$ cat src/rtl/bus_initiator.sv
// Master end of the dispositivo/operacion/entrada operand bus.
// Takes one request, runs a four-slot frame, and returns the sampled result.
module bus_initiator #(
  parameter int unsigned DATA_W = 8,
  parameter int unsigned CNT_W  = 8
) (
  input  logic              clk,
  input  logic              rst_n,
  input  logic              req_valid,
  output logic              req_ready,
  input  logic [1:0]        req_dev,
  input  logic [1:0]        req_op,
  input  logic [DATA_W-1:0] req_a,
  input  logic [DATA_W-1:0] req_b,
  output logic              rsp_valid,
  input  logic              rsp_ready,
  output logic [DATA_W-1:0] rsp_data,
  output logic              rsp_err,
  output logic [1:0]        dispositivo,
  output logic [1:0]        operacion,
  output logic [DATA_W-1:0] entrada,
  output logic              frame_sync,
  input  logic [DATA_W-1:0] resultado,
  output logic              busy,
  output logic [CNT_W-1:0]  txn_count
);

  typedef enum logic [2:0] {
    IDLE  = 3'd0,
    SLOT0 = 3'd1,
    SLOT1 = 3'd2,
    SLOT2 = 3'd3,
    SLOT3 = 3'd4
  } state_t;

  localparam logic [1:0] IDLE_CODE = 2'b11;

  state_t              state_q, state_d;
  logic [3:0]          code_q, code_d;
  logic [DATA_W-1:0]   a_q, a_d;
  logic [DATA_W-1:0]   b_q, b_d;

  logic [1:0]          dispositivo_d;
  logic [1:0]          operacion_d;
  logic [DATA_W-1:0]   entrada_d;
  logic                frame_sync_d;
  logic                busy_d;
  logic                rsp_valid_d;
  logic [DATA_W-1:0]   rsp_data_d;
  logic                rsp_err_d;
  logic [CNT_W-1:0]    txn_count_d;

  logic                accept;
  logic [3:0]          req_code;

  // Codes the ALU/shift unit understands.
  function automatic logic is_legal(input logic [3:0] c);
    case (c)
      4'h0, 4'h1, 4'h2, 4'h3, 4'h4, 4'h8: return 1'b1;
      default:                            return 1'b0;
    endcase
  endfunction

  function automatic logic first_is_b(input logic [3:0] c);
    return (c == 4'h2) || (c == 4'h8);
  endfunction

  function automatic logic has_two_ops(input logic [3:0] c);
    return (c == 4'h1) || (c == 4'h3);
  endfunction

  // Only combinational output: ready when idle and the response slot is free.
  assign req_ready = (state_q == IDLE) && (!rsp_valid || rsp_ready);
  assign accept    = req_valid && req_ready;
  assign req_code  = {req_dev, req_op};

  // Next-state and next-output logic; bus defaults to idle every cycle.
  always_comb begin
    state_d       = state_q;
    code_d        = code_q;
    a_d           = a_q;
    b_d           = b_q;
    dispositivo_d = IDLE_CODE;
    operacion_d   = IDLE_CODE;
    entrada_d     = '0;
    frame_sync_d  = 1'b0;
    busy_d        = 1'b0;
    rsp_valid_d   = rsp_valid;
    rsp_data_d    = rsp_data;
    rsp_err_d     = rsp_err;
    txn_count_d   = txn_count;

    if (rsp_valid && rsp_ready) begin
      rsp_valid_d = 1'b0;
    end

    case (state_q)
      IDLE: begin
        if (accept) begin
          code_d = req_code;
          a_d    = req_a;
          b_d    = req_b;
          if (is_legal(req_code)) begin
            state_d       = SLOT0;
            dispositivo_d = req_dev;
            operacion_d   = req_op;
            frame_sync_d  = 1'b1;
            busy_d        = 1'b1;
          end else begin
            // Illegal code: immediate error response, bus untouched.
            rsp_valid_d = 1'b1;
            rsp_err_d   = 1'b1;
            rsp_data_d  = '0;
          end
        end
      end
      SLOT0: begin
        state_d       = SLOT1;
        dispositivo_d = code_q[3:2];
        operacion_d   = code_q[1:0];
        entrada_d     = first_is_b(code_q) ? b_q : a_q;
        busy_d        = 1'b1;
      end
      SLOT1: begin
        state_d       = SLOT2;
        dispositivo_d = code_q[3:2];
        operacion_d   = code_q[1:0];
        entrada_d     = has_two_ops(code_q) ? b_q : '0;
        busy_d        = 1'b1;
      end
      SLOT2: begin
        state_d       = SLOT3;
        dispositivo_d = code_q[3:2];
        operacion_d   = code_q[1:0];
        busy_d        = 1'b1;
      end
      SLOT3: begin
        // Closing edge of the frame samples the unit's result.
        state_d     = IDLE;
        rsp_valid_d = 1'b1;
        rsp_data_d  = resultado;
        rsp_err_d   = 1'b0;
        txn_count_d = txn_count + CNT_W'(1);
      end
      default: begin
        state_d = IDLE;
      end
    endcase
  end

  // State, latched request and all registered outputs.
  always_ff @(posedge clk or negedge rst_n) begin
    if (!rst_n) begin
      state_q     <= IDLE;
      code_q      <= '0;
      a_q         <= '0;
      b_q         <= '0;
      dispositivo <= IDLE_CODE;
      operacion   <= IDLE_CODE;
      entrada     <= '0;
      frame_sync  <= 1'b0;
      busy        <= 1'b0;
      rsp_valid   <= 1'b0;
      rsp_data    <= '0;
      rsp_err     <= 1'b0;
      txn_count   <= '0;
    end else begin
      state_q     <= state_d;
      code_q      <= code_d;
      a_q         <= a_d;
      b_q         <= b_d;
      dispositivo <= dispositivo_d;
      operacion   <= operacion_d;
      entrada     <= entrada_d;
      frame_sync  <= frame_sync_d;
      busy        <= busy_d;
      rsp_valid   <= rsp_valid_d;
      rsp_data    <= rsp_data_d;
      rsp_err     <= rsp_err_d;
      txn_count   <= txn_count_d;
    end
  end

endmodule

$ cat config.mk
export PLATFORM = sky130hd
export DESIGN_NAME = bus_initiator
export DESIGN_NICKNAME = d
export VERILOG_FILES = /design/src/rtl/bus_initiator.sv
export SDC_FILE = /design/constraint.sdc
export NUM_CORES = 1
export LEC_CHECK = 0
export ABC_AREA = 1
export ABC_CLOCK_PERIOD_IN_PS = 1600
export CAP_MARGIN = 30
export CORE_ASPECT_RATIO = 0.75
export CORE_UTILIZATION = 47
export CTS_CLUSTER_DIAMETER = 60
export DETAILED_ROUTE_END_ITERATION = 10
export MAX_ROUTING_LAYER = met4
export PLACE_DENSITY_LB_ADDON = 0.15
export SLEW_MARGIN = 20
export SYNTH_ARGS = -nofsm -noshare
export SYNTH_HDL_FRONTEND = slang
export SYNTH_SLANG_ARGS = --single-unit
$ cat constraint.sdc
create_clock -name clk -period 1.6 [get_ports clk]
set_input_delay 0.16 -clock clk [delete_from_list [all_inputs] [get_ports clk]]
set_output_delay 0.16 -clock clk [all_outputs]
set_load 0.01 [all_outputs]
# Word level (Yosys, flattened, before mapping)
# Cells that the tools add are included.
[word_totals]
register_bits = 55
inputBits = 32
word_cells = 74
[classes]
n_addsub = 1
eq_ne = 16
n_mux = 29
reduce_logical = 15
[ops]
columns = ["operator", "count"]
rows = [
  ["$mux W8", 4],
  ["$pmux W8 S2", 2],
  ["$eq A4 B2 Y1 const B", 4],
  ["$pmux W3 S4", 1],
  ["$mux W1", 11],
  ["$add A8 B1 Y8 const B", 1],
  ["$eq A4 B1 Y1 const B", 2],
  ["$eq A4 B4 Y1 const B", 2],
  ["$mux W2", 4],
  ["$pmux W2 S2", 2],
  ["$eq A3 B2 Y1 const B", 2],
  ["$mux W3", 2],
  ["$pmux W1 S2", 3],
  ["$reduce_or A6 Y1", 1],
  ["$eq A4 B3 Y1 const B", 1],
  ["$logic_not A4 Y1", 1],
  ["$ne A2 B2 Y1 const B", 2],
  ["$reduce_and A2 Y1", 2],
  ["$eq A3 B1 Y1 const B", 1],
  ["$eq A3 B3 Y1 const B", 1],
  ["$logic_and A1 B1 Y1", 3],
  ["$logic_not A3 Y1", 1],
  ["$logic_or A1 B1 Y1", 3],
  ["$reduce_and A3 Y1", 1],
  ["other kinds (4)", 4],
]

# Logic depth before layout (Yosys ltp)
# Gate-level depths: netlist (run 1).
[logic_depth]
word_depth = 9
ltp_mapped = 8
mapped_depth_nobuf = 7

# Worst setup path before layout (run 1)
# Ideal clock, no wire load.
[synth_path]
path_kind = "register to register"
start = "register state_q[0]"
end = "register a_q[0]"
arrival_time_ns = 1.155
setup_slack_ns = 0.329
stages_incl_launch_ff = 8
n_path_buf = 1
synth_period_minus_slack_ns = 1.271
path_cell_list = "dfrtp_1 -> nor2_4 -> nand3_4 -> nor2_8 -> inv_4 -> buf_6 -> nand2_1 -> nand2_1"
[synth_between]
elab_chain_len = 4
[synth_lines]
columns = ["element", "line_no", "text"]
rows = [
  ["start, declared", "38", "state_t state_q, state_d;"],
  ["start signal, assigned", "168", "state_q <= state_d;"],
  ["$logic_not A3 Y1 *", "73, 97", ""],
  ["$logic_and A1 B1 Y1", "73", "assign req_ready = (state_q == IDLE) && (!rsp_valid || rsp_ready);"],
  ["$logic_and A1 B1 Y1", "74", "assign accept = req_valid && req_ready;"],
  ["$reduce_and A2 Y1 (no source line) *", "--", ""],
  ["end signal, assigned", "156", "a_q <= '0;"],
  ["end signal, assigned", "170", "a_q <= a_d;"],
  ["end, declared", "40", "logic [DATA_W-1:0] a_q, a_d;"],
]
# Mark *: on every way between the ends. The rest lies on a longest branch, timed or not.
# A chain may end at the register's enable or synchronous reset.

# Final worst setup path (run 1)
[layout_path]
start = "register dispositivo[1]"
end = "output dispositivo[1]"
[layout_rtl]
columns = ["element", "line_no", "text"]
rows = [
  ["start, declared", "19", "output logic [1:0] dispositivo,"],
  ["start signal, assigned", "172", "dispositivo <= dispositivo_d;"],
]
# No word-level cell between the ends.

==> results of run 1 <==
area by class of cell:
| type | count | area (sq um) | share of cell area |
|---|---|---|---|
| flip-flops and latches | 55 | 1380 | 0.420 |
| multi-input cells | 186 | 833 | 0.253 |
| repair buffers | 76 | 764 | 0.232 |
| inverters | 26 | 103 | 0.0312 |
| well taps | 57 | 71.3 | 0.0217 |
| clock buffers | 5 | 68.8 | 0.0209 |
| clock inverters | 3 | 67.6 | 0.0205 |
kinds of logic (layout without fill, tap and decap cells):
family	count (synthesis)	in the layout	share of synthesized area
xor+xnor	4	4	0.0149
compound gates	18	18	0.0415
flops	55	55	0.587
buf+inv	31	110	0.0590
simple gates	163	163	0.292
fa+ha+maj	1	1	0.00532
repair_timing:
item	in CTS	in global routing
buffers inserted	2	0
resized for setup	3	0
setup endpoints to repair	1	0
endpoints found under the hold margin	12	0
hold buffers	1	0
report_power, final:
group,internal (mW),switching [mW],total [mW]
clock network,0.624,0.430,1.05
registers,1.96,0.304,2.27
logic,1.12,1.18,2.30
total,3.70,1.91,5.62
layout by cell type (no fill, tap or decap), drive strengths merged, types with 5 or more instances in the layout:
cell	synthesis	routed
a21oi	7	7
buf	5	12
clkbuf	0	5
clkdlybuf4s50	0	62
dfrtp	51	51
inv	26	26
nand2	130	130
nand3	20	20
nor2	8	8
o21ai	11	11
per-layer routing:
metal,global-route usage,vias up,wire length (um)
li1,-,992,-
met1,0.263,872,2390
met2,0.312,50,1960
met3,0.0459,5,236
met4,0.0445,0,32
met5,-,-,0
final timing paths:
path	startpoint	endpoint	slack [ps]
worst max-delay path	dispositivo[1]$_DFF_PN1_	dispositivo[1]	90
worst min-delay path	rst_n	rsp_data[5]$_DFFE_PN0P_	290
worst max register to register	state_q[1]$_DFFE_PN0P_	operacion[0]$_DFF_PN1_	210
worst min register to register	b_q[7]$_DFFE_PN0P_	b_q[7]$_DFFE_PN0P_	480
max in group asynchronous	rst_n	txn_count[0]$_DFFE_PN0P_	790
min in group clk	req_b[0]	b_q[0]$_DFFE_PN0P_	390
synth_stat cells, drive strengths merged:
| cell | n |
|---|---|
| nand4 | 2 |
| o21ai | 11 |
| nand2 | 130 |
| a21oi | 7 |
| xor2 | 1 |
| inv | 26 |
| dfrtp | 51 |
| buf | 5 |
| nor3 | 2 |
| xnor2 | 3 |
| nor2 | 8 |
| nand3 | 20 |
| ha | 1 |
| or2 | 1 |
| dfstp | 4 |
flip-flops by register name, summed over array words and instances (netlist names):
register     count
busy             1
frame_sync       1
entrada          8
state_q          3
rsp_valid        1
b_q              8
code_q           4
rsp_err          1
a_q              8
rsp_data         8
dispositivo      2
operacion        2
txn_count        8
through the flow:
| stage | cells | util | hold slack, ps | power (mW) |
|---|---|---|---|---|
| after floorplan | 272 | - | -136 | 3.50 |
| after global placement | 397 | 0.676 | 83.4 | 4.52 |
| after detailed placement | 397 | 0.676 | 84.0 | 4.57 |
| after CTS | 408 | 0.712 | 286 | 5.68 |
| after global routing | 408 | 0.712 | 317 | 6.05 |
| final | 408 | 0.712 | 289 | 5.62 |
==> reports/metrics.yaml, run 1 <==
status: "complete, no violations"
rows: 21
drv_cap: 0
port_buffers: 64
timing.final.crit_share: 0.941
tightest_slew_ps: 367
critPathCaptureType: "primary output"
fin_area_sq_um: 3290
setup_tns_ps: 0
cts-root-buf: "clkbuf_8"
cts_tree: "yes"
die_area_sq_um: 5300
antenna_found_initial: 0
cts_buffers: 5
core_area_sq_um: 4620
ys_seq_area_frac: 0.587
nets: 383
power_density_nw_per_um2: 1710
vias: 1919
setup_slack_ps: 93.9
syn-num-nets: 305
fin_crit_ps: 1510
grt_pass1_vias: 1848
ff2ff_path_depth: 7
grt_first_pass_wirelength_um: 8130
netlist_area_sq_um: 2350
path_clk_slew_ps: 90
worst_ir_drop_vdd_mv: 0.850
area_delta_synth_final_pct: 39.8
cts.path.max_buffers: 2
slowest_delay_ps: 530
die_h_um: 63.3
drt_pass1_iterations: 4
synth-seq-cells: 55
n_fill_cell: 384
synth.area.top_cells: "dfrtp_1 54%, nand2_1 20%, dfstp_2 4.5%, nand3_1 4.0%, inv_1 3.8%"
worstPathRequired_ps: 1440
cp_cell_sequence: "clkdlybuf4s50_1"
synth.distinct_cells: 25
critical_path_class: "flop to primary output"
die_w_um: 83.7
drive_above_1_share: 0.0997
hp-class: "input port to async pin"
htreeDepth: 2
drc: 0
place_area_sq_um: 3130
maxSlewViolCount: 0
startpoint_type: "flop"
p_leak_nw: 1.70
hold_violations: 0
worst-path-stages: 1
cts_sinks: 55
max_slew_margin: 0.755
ant_nets: 0
gp_congestion: 0.818
synth_top_area_cell: "dfrtp_1"
overflow: 0
track_usage: 0.198
initial_utilization: 0.509
pin_count: 65
insertion_delay_ps: 300
fmax_mhz: 664
hpwlAfterDp_um: 3350
grt_max_degree: 29
setup_violations: 0
drt-wirelength-per-cell_um: 11.3
synth_top_area_share: 0.542
drt_wl_total_um: 4620
drt-initial-drc-count: 74
crit_path_top_delay_cell: "dfstp_2"
cp.arrival_ps: 1350
syn_inst: 272
diodes: 0
post-place-ws_ps: 11.6
worstPathMaxFanout: 1
yosysWarnings: 0
crit_family: "flip-flops"
rsz0062_at_grt: "false"
worst-path-buf-inv: 1
routed_via_density: 4.70
avgSynthCellArea_sq_um: 8.65
skew_ps: 6.79
Note: power is estimated with default switching activity, not from simulation.
==> run 2, diff against run 1 <==
Settings changed: TNS_END_PERCENT set to 100.
==> results of run 2 <==
No change in the layout: final DEF, timing and power equal those of run 1.
